===== src/rtl/mult_sched_pkg.sv =====
// Shared types and defaults for the
// two-requester shift-add multiplier.
package mult_sched_pkg;

  localparam int WIDTH_DEF = 8;

  typedef enum logic [1:0] {
    IDLE = 2'd0,
    STEP = 2'd1,
    DONE = 2'd2
  } state_t;

endpackage


===== src/rtl/mult_sched_if.sv =====
// Request/ack and operand bundle between
// the two requesters and mult_sched.
interface mult_sched_if
  import mult_sched_pkg::*;
#(
  parameter int WIDTH = WIDTH_DEF
);

  logic               req0;
  logic               req1;
  logic [WIDTH-1:0]   a0;
  logic [WIDTH-1:0]   b0;
  logic [WIDTH-1:0]   a1;
  logic [WIDTH-1:0]   b1;
  logic               ack0;
  logic               ack1;
  logic               grant;
  logic               busy;
  logic [2*WIDTH-1:0] product;

  modport master (
    output req0, req1,
    output a0, b0, a1, b1,
    input  ack0, ack1,
    input  grant, busy, product
  );

  modport slave (
    input  req0, req1,
    input  a0, b0, a1, b1,
    output ack0, ack1,
    output grant, busy, product
  );

endinterface


===== src/rtl/mult_step.sv =====
// One add-and-shift step of the
// unsigned multiplier.
module mult_step
  import mult_sched_pkg::*;
#(
  parameter int WIDTH = WIDTH_DEF,
  parameter int CW    = $clog2(WIDTH)
) (
  input  logic [2*WIDTH-1:0] i_acc,
  input  logic [WIDTH-1:0]   i_mcand,
  input  logic               i_bit,
  input  logic [CW-1:0]      i_cnt,
  output logic [2*WIDTH-1:0] o_acc
);

  logic [2*WIDTH-1:0] w_term;

  assign w_term = {{WIDTH{1'b0}}, i_mcand} << i_cnt;
  assign o_acc  = i_bit ? i_acc + w_term : i_acc;

endmodule


===== src/rtl/mult_sched.sv =====
// Round-robin arbiter in front of a
// WIDTH-cycle shift-add multiplier.
module mult_sched
  import mult_sched_pkg::*;
#(
  parameter int WIDTH = WIDTH_DEF
) (
  input  logic        clk,
  input  logic        rst_n,
  mult_sched_if.slave bus
);

  localparam int CW = $clog2(WIDTH);

  state_t             r_state;
  state_t             w_next;
  logic [WIDTH-1:0]   r_mcand;
  logic [WIDTH-1:0]   r_mplier;
  logic [2*WIDTH-1:0] r_acc;
  logic [2*WIDTH-1:0] r_product;
  logic [2*WIDTH-1:0] w_acc_next;
  logic [CW-1:0]      r_cnt;
  logic               r_grant;
  logic               r_last;
  logic               w_pick;
  logic               w_start;
  logic               w_last_step;

  // On a tie, the requester not served last wins
  always_comb begin
    w_pick = r_grant;
    unique case (1'b1)
      bus.req0 && bus.req1:  w_pick = ~r_last;
      bus.req0 && !bus.req1: w_pick = 1'b0;
      !bus.req0 && bus.req1: w_pick = 1'b1;
      default:               w_pick = r_grant;
    endcase
  end

  assign w_start = (r_state == IDLE)
                && (bus.req0 || bus.req1);

  assign w_last_step = (r_state == STEP)
                    && (r_cnt == CW'(WIDTH - 1));

  mult_step #(
    .WIDTH (WIDTH),
    .CW    (CW)
  ) u_step (
    .i_acc   (r_acc),
    .i_mcand (r_mcand),
    .i_bit   (r_mplier[r_cnt]),
    .i_cnt   (r_cnt),
    .o_acc   (w_acc_next)
  );

  always_comb begin
    w_next = r_state;
    unique case (r_state)
      IDLE:    if (w_start) w_next = STEP;
      STEP:    if (w_last_step) w_next = DONE;
      DONE:    w_next = IDLE;
      default: w_next = IDLE;
    endcase
  end

  always_ff @(posedge clk or negedge rst_n) begin
    if (!rst_n) r_state <= IDLE;
    else        r_state <= w_next;
  end

  always_ff @(posedge clk or negedge rst_n) begin
    if (!rst_n) begin
      r_mcand   <= '0;
      r_mplier  <= '0;
      r_acc     <= '0;
      r_product <= '0;
      r_cnt     <= '0;
      r_grant   <= 1'b0;
      r_last    <= 1'b1;
    end else if (w_start) begin
      r_mcand  <= w_pick ? bus.a1 : bus.a0;
      r_mplier <= w_pick ? bus.b1 : bus.b0;
      r_acc    <= '0;
      r_cnt    <= '0;
      r_grant  <= w_pick;
      r_last   <= w_pick;
    end else if (r_state == STEP) begin
      r_acc <= w_acc_next;
      r_cnt <= r_cnt + CW'(1);
      if (w_last_step) r_product <= w_acc_next;
    end
  end

  assign bus.ack0    = (r_state == DONE) && !r_grant;
  assign bus.ack1    = (r_state == DONE) && r_grant;
  assign bus.grant   = r_grant;
  assign bus.busy    = (r_state != IDLE);
  assign bus.product = r_product;

endmodule


===== src/flat_wrapper.sv =====
// flat-port wrapper written by rule: the top's interface ports become plain ports
module mult_sched_flat import mult_sched_pkg::*;
#(
  parameter int WIDTH = WIDTH_DEF
)
  (clk, rst_n, bus_req0, bus_req1, bus_a0, bus_b0, bus_a1, bus_b1, bus_ack0, bus_ack1, bus_grant, bus_busy, bus_product);
  mult_sched_if #(.WIDTH(WIDTH)) bus_i ();
  input  logic clk;
  input  logic rst_n;
  input wire logic [$bits(bus_i.req0)-1:0] bus_req0;
  input wire logic [$bits(bus_i.req1)-1:0] bus_req1;
  input wire logic [$bits(bus_i.a0)-1:0] bus_a0;
  input wire logic [$bits(bus_i.b0)-1:0] bus_b0;
  input wire logic [$bits(bus_i.a1)-1:0] bus_a1;
  input wire logic [$bits(bus_i.b1)-1:0] bus_b1;
  output wire logic [$bits(bus_i.ack0)-1:0] bus_ack0;
  output wire logic [$bits(bus_i.ack1)-1:0] bus_ack1;
  output wire logic [$bits(bus_i.grant)-1:0] bus_grant;
  output wire logic [$bits(bus_i.busy)-1:0] bus_busy;
  output wire logic [$bits(bus_i.product)-1:0] bus_product;
  assign bus_i.req0 = bus_req0;
  assign bus_i.req1 = bus_req1;
  assign bus_i.a0 = bus_a0;
  assign bus_i.b0 = bus_b0;
  assign bus_i.a1 = bus_a1;
  assign bus_i.b1 = bus_b1;
  assign bus_ack0 = bus_i.ack0;
  assign bus_ack1 = bus_i.ack1;
  assign bus_grant = bus_i.grant;
  assign bus_busy = bus_i.busy;
  assign bus_product = bus_i.product;
  mult_sched #(.WIDTH(WIDTH)) u_core (.clk(clk), .rst_n(rst_n), .bus(bus_i));
endmodule

===== config.mk =====
export PLATFORM = sky130hd
export DESIGN_NAME = mult_sched_flat
export DESIGN_NICKNAME = d
export VERILOG_FILES = /design/src/rtl/mult_sched_pkg.sv /design/src/rtl/mult_sched_if.sv /design/src/rtl/mult_step.sv /design/src/rtl/mult_sched.sv /design/src/flat_wrapper.sv
export SDC_FILE = /design/constraint.sdc
export NUM_CORES = 1
export LEC_CHECK = 0
export CAP_MARGIN = 10
export CELL_PAD_IN_SITES_DETAIL_PLACEMENT = 0
export CELL_PAD_IN_SITES_GLOBAL_PLACEMENT = 1
export CORE_MARGIN = 4
export CORE_UTILIZATION = 44
export DETAILED_ROUTE_END_ITERATION = 8
export GPL_ROUTABILITY_DRIVEN = 0
export GPL_TIMING_DRIVEN = 0
export PLACE_DENSITY = 0.89
export SKIP_CTS_REPAIR_TIMING = 1
export SYNTH_ARGS = -nofsm -noshare
export SYNTH_HDL_FRONTEND = slang
export SYNTH_SLANG_ARGS = --single-unit

===== constraint.sdc =====
create_clock -name clk -period 8.1 [get_ports clk]
set_input_delay 2.025 -clock clk [delete_from_list [all_inputs] [get_ports clk]]
set_output_delay 2.025 -clock clk [all_outputs]
set_load 0.05 [all_outputs]

* Word level (Yosys, flattened, before mapping)
Cells that the tools add are included.
W data, S select, Z words.
** Cells by class
- Reductions and logical operators :: 16
- $add $sub $neg :: 2
- $lt $le $gt $ge :: 1
- Bitwise operators :: 2
- Equal/unequal tests :: 5
- Muxes and demuxes :: 13
- Shift operators :: 1
** Operators with widths (number)
- $mux W16 :: 3
- $add A16 B16 Y16 :: 1
- $mux W8 :: 2
- $shl A8 B3 Y16 :: 1
- $logic_and A1 B1 Y1 :: 7
- $mux W3 :: 2
- $lt A3 B4 Y1 const B :: 1
- $mux W2 :: 2
- $ne A2 B1 Y1 const B :: 2
- $pmux W2 S2 :: 1
- $reduce_bool A2 Y1 :: 2
- $add A3 B1 Y3 const B :: 1
- $bmux W1 S3 :: 1
- $eq A3 B3 Y1 const B :: 1
- $logic_not A1 Y1 :: 3
- $pmux W1 S3 :: 1
- $reduce_and A3 Y1 :: 1
- $eq A2 B1 Y1 const B :: 1
- $eq A2 B2 Y1 const B :: 1
- $logic_not A2 Y1 :: 1
- $not A1 Y1 :: 2
- $reduce_and A2 Y1 :: 1
- $logic_or A1 B1 Y1 :: 1
- $mux W1 :: 1
** Word-level totals
- Input port bits :: 36
- Flip-flop bits (word level) :: 55
- Logic and storage cells :: 48

* Longest topological paths before layout
Gate-level depths: netlist (run 1).
- Word-level depth :: 5
- Depth in mapped cells :: 14

* By module
A second synthesis (run 1) with hierarchy kept.
** Unflattened totals
- Cells, all modules :: 399
- Area total of the unflattened synthesis :: 3667.3 um2
** By module, submodules not included
- mult_sched :: area each 2528.7 um2, cells an instance 236, times used 1
- mult_step :: area each 1138.6 um2, cells an instance 163, times used 1

* Worst setup path before layout (run 1)
No wires, ideal clock.
- Path kind :: flip-flop to output port
- From :: register u_core.r_grant, in the netlist u_core.bus.grant
- To :: output bus_ack0
- Path slack :: 4276 ps
- Data required time :: 6075 ps
- Path buffers :: 0
- Data arrival time :: 1799 ps
- Cell stages (with the launch flop) :: 2
- Cells stage by stage :: dfrtp_1 > nor3b_1
** On the way
- Longest elaborated chain between the ends :: 2
** RTL lines
- start: declaration :: line mult_sched.sv:23 : logic r_grant;
- start signal: assignment :: line mult_sched.sv:86 : r_grant <= w_pick;
- $logic_not A1 Y1 :: line mult_sched.sv:95 : assign bus.ack0 = (r_state == DONE) && !r_grant;
- $logic_and A1 B1 Y1 :: line mult_sched.sv:95
- end: declaration :: line flat_wrapper.sv:16 : output wire logic [$bits(bus_i.ack0)-1:0] bus_ack0;
No other way between the ends.

* Final worst setup path (run 1)
Ends and elaborated chain as after synthesis.

==> metrics, run 1 <==
status=finished clean; Power Internal=0.000969 W; largest net degree at the start of global routing=36; Simple-Gate Fraction of Synth Area=18.8%; Switching Power=0.00102 W; gr ovfl total=0; clock power share=8.5%; Post-Syn Area=0.00360 sq mm; critical path type=reg -> out; Reg clk slew, reported paths=0.11 ns; top achievable clock speed=0.262 GHz; nets=527; Root Driver=clkbuf_8; ys flop type=dfrtp_1; VDD IR-drop max=0.000194 V; Clock Latency Late Sink=0.33 ns; Post-Place Cells=568; DP Area=0.00430 sq mm; FF-to-FF End=u_core.r_acc[12]; hold depth=2; CP Capture Type=output port; antenna violations before repair=0; pwr dens=453 mW/mm^2; hold path start=u_core.bus.product[8]; Post-synth ARST share=100%; clk sinks=55; first-pass GRT wire length=14.8 mm; Seq cells post-synth=55; Die Span X=98.5 um; Min Hold Slack=0.485 ns; Distinct cells, synth=52; fraction of layout cells with a size suffix above 1=6.33%; Switching Share=51.3%; slew margin rel.=59.7%; non-filler cells in the finished layout=576; Synth Area in Adders=6.46%; Flop pwr share=24.0%; Final period util=47.0%; total CTS buffers=5; Max FO, Critical Path=5; I/O pins=56; Fin. Hold Viols=0; CP Launch Type=register; total number of yosys warnings=0; area of the core=0.00785 sq mm; Compound-Gate Fraction of Synth Area=18.2%; Die Height=98.5 um; final WL=8.84 mm; Layout area overhead=22.0%; Total GRT Usage=18.7%; diode count=0; Slew Limit Fails=0; worst slew pin tran=0.602 ns; Clock Skews=0.0150 ns; initial drt markers=158; Vias=3,138; Post-Route Utilization=56.0%; CTS tree=done; mux share of post-synthesis cell area=11.5%; final setup vio count=0; Post-synth EDFFs=0; register area share after synthesis=38.2%; routed len/inst=15.3 um; Max-cap violations=0; FF-to-FF Start=u_core.r_cnt[0]; Routed Antenna Nets=0; main combinational cell family by area after synthesis=simple AND/OR/NAND/NOR gates; setup TNS=0 ns; CTS HTree Levels=2; drt drc=0; leakage=2.02 nW; Worst Reg-to-Reg Cells=11; vias in the first global route=3,065; Mean Syn Cell Area=8.79 sq um; crit path DAT=1.78 ns; Comb power frac=67.4%; routed vias/inst=5.45; RSZ-0062 raised after global routing=false; post-synthesis cell count=410; post-route cell area=0.00440 sq mm; synthesized net count=464; starting density of the core=45.9%; Core Rows=32; DPL Wire Length=7.01 mm; die area=0.00970 sq mm; worst hold path type=reg -> reg; Pre-antenna DRT Iters=4; WP data required=6.08 ns; Synth Area in XOR/XNOR=2.67%; Max Root-Sink Buffers=2; Worst R2R Setup Slack=4.48 ns; post-layout min period=3.81 ns; Hold Path Sink=u_core.bus.product[8]; fill cell count=748; PortBufs=55
==> flip-flops by register name (all words and copies together) (netlist names) <==
register	flops
u_core.r_state	2
u_core.bus.grant	1
u_core.r_acc	16
u_core.r_mplier	8
u_core.r_mcand	8
u_core.r_last	1
u_core.r_cnt	3
u_core.bus.product	16
==> placed cells by master (no fill, tap or decap), types with 5 or more instances in the layout <==
cell and instances:
dfrtp_1 54, clkbuf_8 6, ha_1 17, nor3_1 7, nand2_1 58, mux2i_1 29, clkbuf_1 13, o21ai_1 5
nand3_1 26, o21a_1 5, inv_1 6, buf_2 6, and3_1 5, a21oi_1 23, a21o_1 8, xor2_1 9
nand2b_1 8, nor2_1 20, clkdlybuf4s50_1 54, mux2_2 5, o21ai_0 49
==> cell families (layout without fill, tap and decap cells) <==
| group | after synthesis | after routing |
|---|---|---|
| simple gates | 144 | 144 |
| compound gates | 113 | 113 |
| flops | 55 | 55 |
| mux | 37 | 37 |
| buf+inv | 32 | 96 |
| fa+ha+maj | 18 | 18 |
| xor+xnor | 11 | 11 |
==> layout make-up <==
cell class	instances	area, sq um	area share (%)
Buffer	26	126	2.88
Timing Repair Buffer	56	566	12.9
Sequential cell	55	1380	31.3
Multi-Input combinational cell	323	2080	47.2
Tap cell	102	128	2.90
Clock inverter	2	17.5	0.399
Inverter	6	22.5	0.512
Clock buffer	6	82.6	1.88
==> layer usage <==
metal	share of wire (%)	wire length (um)	global-route usage, %
met1	45	3950	24.2
met3	5.7	501	2.76
met2	48	4270	32.9
met5	0	0	0
met4	1.3	112	4.83
==> metrics by stage <==
step | worst slack, ns | total power [W]
after CTS | 4.26 | 0.00200
after global placement | 3.33 | 0.00179
after detailed placement | 4.25 | 0.00182
after floorplan | 4.28 | 0.00145
final | 4.29 | 0.00199
after global routing | 4.16 | 0.00216
==> how the worst max path moves through the flow <==
stage,from,endpoint,slack [ns],depth (start not counted)
2_1_floorplan,u_core.bus.grant,bus_ack0,4.28,1
3_3_place_gp,rst_n,u_core.r_mcand[5],3.33,1
3_5_place_dp,bus_req0,u_core.r_state[0],4.25,5
4_1_cts,u_core.bus.grant,bus_ack0,4.26,2
5_1_grt,u_core.r_cnt[1],u_core.bus.product[11],4.16,12
6_report,u_core.bus.grant,bus_ack0,4.29,2
==> power groups by stage <==
stage | registers (W) | logic [W] | clock network (W)
finish | 0.000478 | 0.00134 | 0.000170
global route | 0.000496 | 0.00148 | 0.000183
CTS | 0.000478 | 0.00134 | 0.000174
detailed placement | 0.000485 | 0.00134 | 0
global placement | 0.000477 | 0.00131 | 0
floorplan | 0.000597 | 0.000856 | 0
==> worst max-delay path: stages, from the launching register on <==
cell	delay, ns
dfrtp_1	0.44
nor3b_1	0.19
clkdlybuf4s50_1	0.83
==> Yosys cell counts (3+ instances only) <==
cell type,count,area [sq um]
nor3_1,7,35.0
o21bai_1,4,30.0
o22ai_1,4,25.0
ha_1,17,213
buf_1,3,11.3
nand2b_1,8,50.1
clkbuf_1,13,48.8
o21ai_1,5,25.0
dfrtp_1,54,1350
buf_2,5,25.0
nor2_1,20,75.1
a21oi_1,23,115
nand3_1,26,130
mux2i_1,29,290
buf_4,4,30.0
mux2_2,5,56.3
and2_1,3,18.8
nand2_1,58,218
a21o_1,8,60.1
a31oi_1,3,18.8
o21ai_0,49,245
inv_1,6,22.5
o21a_1,5,37.5
nand4_1,3,18.8
xor2_1,9,78.8
and3_1,5,31.3
o211ai_1,3,22.5
Power figures use the tool's default switching activity.
==> run 2, diff against run 1 <==
Settings changed: CORE_UTILIZATION 44 to 41, PLACE_DENSITY 0.89 to 0.84.
Clock period 8.1 ns to 3.7 ns, I/O delays scaled along.
==> run 2 against run 1 <==
Against the previous run: clock power up 110%; utilization is 3.5 points lower; routed wire length rose by 1.6%; worst setup slack got worse by 4.0 ns; first-iteration DRC count is 39% lower.
==> metrics, run 2 (same netlist as run 1, synthesis figures left out) <==
Vias=3,159; Reg clk slew, reported paths=0.11 ns; WP data required=3.91 ns; hold depth=2; critical path type=reg -> reg; Clock Latency Late Sink=0.32 ns; starting density of the core=43.0%; nets=527; area of the core=0.00838 sq mm; Max FO, Critical Path=10; Core Rows=33; most frequent cells in the layout=nand2_1 (58), clkdlybuf4s50_1 (54), dfrtp_1 (54); post-layout min period=3.36 ns; Layout area overhead=22.1%; CTS HTree Levels=2; post-route cell area=0.00440 sq mm; crit path DAT=3.58 ns; vias in the first global route=3,126; Die Span X=102 um; fraction of layout cells with a size suffix above 1=6.96%; Fin. Hold Viols=0; Clock Skews=0.0143 ns; DPL Wire Length=7.13 mm; worst hold path type=reg -> reg; Pre-antenna DRT Iters=4; routed len/inst=15.5 um; worst slew pin tran=0.622 ns; most common cell after layout, fill and taps aside=nand2_1; DP Area=0.00430 sq mm; routed vias/inst=5.46; fill cell count=808; initial drt markers=97; sequential cell area=0.00138 sq mm; VDD IR-drop max=0.000345 V; Max Root-Sink Buffers=2; setup TNS=0 ns; first-pass GRT wire length=15.1 mm; Post-Route Utilization=52.5%; PortBufs=55; antenna violations before repair=0; final setup vio count=0; CP Launch Type=register; drt drc=0; clk sinks=55; status=finished clean; CP Capture Type=register; pwr dens=984 mW/mm^2; Max-cap violations=0; Final period util=90.9%; final WL=8.98 mm; slew margin rel.=58.5%; RSZ-0062 raised after global routing=false; Die Height=102 um; die area=0.0103 sq mm; I/O pins=56; top achievable clock speed=0.297 GHz; CTS tree=done; Slew Limit Fails=0; gr ovfl total=0; diode count=0; Worst Reg-to-Reg Cells=11; largest net degree at the start of global routing=35; Root Driver=clkbuf_8; total CTS buffers=5; leakage=2.03 nW; area of the multi-input gates=0.00208 sq mm; Total GRT Usage=18.4%; Routed Antenna Nets=0
[run 2: worst paths after layout]
path	startpoint	endpoint	slack, ns
max in group asynchronous	rst_n	u_core.r_last	2.50
hold reg to reg	u_core.bus.product[3]	u_core.bus.product[3]	0.48
hold / removal	u_core.bus.product[3]	u_core.bus.product[3]	0.48
setup / recovery	u_core.r_cnt[0]	u_core.r_acc[12]	0.34
setup reg to reg	u_core.r_cnt[0]	u_core.r_acc[12]	0.34
min in group asynchronous	rst_n	u_core.bus.product[8]	0.57
[run 2: area by class of cell]
class                           instances  share of cell area [%]
Inverter                                6                   0.512
Tap cell                              105                    2.99
Clock buffer                            5                    1.56
Buffer                                 26                    2.93
Timing Repair Buffer                   56                    12.9
Sequential cell                        55                    31.3
Clock inverter                          3                   0.512
Multi-Input combinational cell        323                    47.3
[run 2: worst max-delay path, stage by stage, from the launching register on]
cell	delay (ns)
dfrtp_1	0.37
clkbuf_1	0.37
clkbuf_2	0.31
mux2i_1	0.28
nor3_1	0.14
fa_1	0.46
a21o_1	0.21
a221oi_1	0.42
o21bai_1	0.18
o21ai_1	0.28
xor2_1	0.17
o21ai_1	0.08
[run 2: layer usage]
metal	share of wire, %	global-route usage (%)
met5	0	0
met4	0.91	4.19
met3	6.3	2.96
met2	49	32.6
met1	44	23.5
[run 2: per-stage QoR]
stage,hold WS (ns),setup WS (ns),power [W],std cells
5_1_grt,0.524,0.0746,0.00474,579
3_5_place_dp,0.469,0.115,0.00399,571
3_3_place_gp,0.460,0.0108,0.00394,570
6_report,0.484,0.335,0.00433,579
2_1_floorplan,0.445,0.696,0.00318,410
4_1_cts,0.489,0.112,0.00434,579
[run 2: power breakdown]
| group | switching, W | internal (W) |
|---|---|---|
| clock network | 0.000217 | 0.000137 |
| registers | 0.000173 | 0.000869 |
| logic | 0.00183 | 0.00110 |
| total | 0.00222 | 0.00210 |
==> run 3, diff against run 2 <==
Settings changed: CORE_UTILIZATION 41 to 44, PLACE_DENSITY 0.84 to 0.89, SLEW_MARGIN set to 15.
Clock period 3.7 ns to 3.87 ns, I/O delays scaled along.
==> run 3 against run 2 <==
Against the previous run: first-iteration DRC count increased by 40%; fmax is 5.1% lower; sequential power decreased by 4%; die area is 6.3% lower; register-to-register slack barely moved; sequential share of layout area up 0.13 points; final area decreased by 0.43%; critical endpoint unchanged; critical path depth grew 1; count of clock-buffer cells in the layout rose by 1.
==> metrics, run 3 (same netlist as run 1, synthesis figures left out) <==
CP Capture Type=register; nets=526; Slowest cell on crit path=a221oi_1; Max FO, Critical Path=10; post-place setup slack=0.365 ns; FF-to-FF Start=u_core.r_cnt[1]; Worst Reg-to-Reg Cells=12; worst-path cell chain=buf_2 > buf_1 > mux2i_1 > mux2_2 > o22ai_1 > ha_1 > and3_1 > a221oi_1 > o21bai_1 > o21ai_0 > xor2_1 > o21ai_1; Worst Setup EP=u_core.r_acc[12]; Routed Antenna Nets=0; status=finished clean; worst setup path startpoint=u_core.r_cnt[1]; hold depth=2; Max Root-Sink Buffers=2; Clock Latency Late Sink=0.33 ns; Pre-antenna DRT Iters=4; Max-cap violations=0; PortBufs=55; Root Driver=clkbuf_8; post-layout min period=3.54 ns; Slew Limit Fails=0; top achievable clock speed=0.282 GHz; Min Hold Slack=0.487 ns; worst hold path type=reg -> reg; most common cell after layout, fill and taps aside=nand2_1; Fin. Hold Viols=0; routed len/inst=15.3 um; die area=0.00970 sq mm; gr ovfl total=0; drt drc=0; Post-Route Utilization=55.8%; final setup vio count=0; Layout area overhead=21.6%; routed vias/inst=5.42; CTS tree=done; initial drt markers=136; slew margin rel.=54.6%; setup TNS=0 ns; critical path type=reg -> reg; Final WS setup=0.326 ns; FF-to-FF End=u_core.r_acc[12]; final WL=8.81 mm; total CTS buffers=5; RSZ-0062 raised after global routing=false; Reg clk slew, reported paths=0.12 ns; first-pass GRT wire length=14.9 mm; VDD IR-drop max=0.000339 V; Die Span X=98.5 um; pwr dens=950 mW/mm^2; Worst R2R Setup Slack=0.33 ns; CP Launch Type=register; Core Rows=32; Die Height=98.5 um; vias in the first global route=3,030; CTS HTree Levels=2; Vias=3,118; DPL Wire Length=6.90 mm; critical path's largest stage delay=0.42 ns; antenna violations before repair=0; Total GRT Usage=18.9%; Final period util=91.6%; I/O pins=56; fraction of layout cells with a size suffix above 1=6.34%; clk sinks=55; leakage=2.02 nW; largest net degree at the start of global routing=56; fill cell count=754; area of the core=0.00785 sq mm; most frequent cells in the layout=nand2_1 (58), clkdlybuf4s50_1 (54), dfrtp_1 (54); starting density of the core=45.9%; crit path DAT=3.76 ns; WP data required=4.09 ns; worst slew pin tran=0.681 ns; diode count=0; Clock Skews=0.0242 ns
## run 3: metrics by stage
stage | cells | instance area (sq um) | total power [W]
2_1_floorplan | 410 | 3600 | 0.00304
3_3_place_gp | 567 | 4280 | 0.00375
3_5_place_dp | 567 | 4280 | 0.00381
4_1_cts | 575 | 4380 | 0.00417
5_1_grt | 575 | 4380 | 0.00453
6_report | 575 | 4380 | 0.00416
## run 3: worst min path at each step
stage                                from                    end  slack, ns
finish              u_core.bus.product[8]  u_core.bus.product[8]       0.49
global route           u_core.r_mplier[1]     u_core.r_mplier[1]       0.52
CTS                    u_core.r_mplier[1]     u_core.r_mplier[1]       0.49
detailed placement     u_core.r_mplier[1]     u_core.r_mplier[1]       0.47
global placement       u_core.r_mplier[2]     u_core.r_mplier[2]       0.46
floorplan              u_core.r_mplier[4]     u_core.r_mplier[4]       0.44
## run 3: critical path, delay by kind of cell, from the launching register on
| family | cells | cell delay (ns) |
|---|---|---|
| AO/OA/AOI/OAI | 5 | 1.23 |
| XOR/XNOR | 1 | 0.18 |
| adder cells (fa/ha/maj) | 1 | 0.32 |
| buffers and inverters | 2 | 0.60 |
| flip-flops | 1 | 0.37 |
| multiplexers | 2 | 0.48 |
| AND/OR/NAND/NOR | 1 | 0.24 |
## run 3: where the power goes
| part | total (W) | internal [W] | leakage, nW | switching (W) |
|---|---|---|---|---|
| Sequential | 0.000999 | 0.000831 | 0.694 | 0.000168 |
| Combinational | 0.00280 | 0.00105 | 1.27 | 0.00176 |
| Clock | 0.000362 | 0.000151 | 0.0522 | 0.000212 |
## run 3: metal layers
metal	share of wire (%)	up-vias	routed length (um)	track usage, %
li1	-	1593	-	-
met4	1.3	0	112	5.46
met3	6.5	12	577	3.47
met5	0	-	0	0
met2	48	86	4260	32.7
met1	44	1427	3860	24.2
## run 3: layout make-up
class / count / area [sq um] / area share [%]
Clock buffer: 6 / 82.6 / 1.89
Inverter: 6 / 22.5 / 0.514
Timing Repair Buffer: 55 / 548 / 12.5
Sequential cell: 55 / 1380 / 31.5
Buffer: 26 / 128 / 2.91
Clock inverter: 2 / 17.5 / 0.400
Tap cell: 102 / 128 / 2.91
Multi-Input combinational cell: 323 / 2080 / 47.4
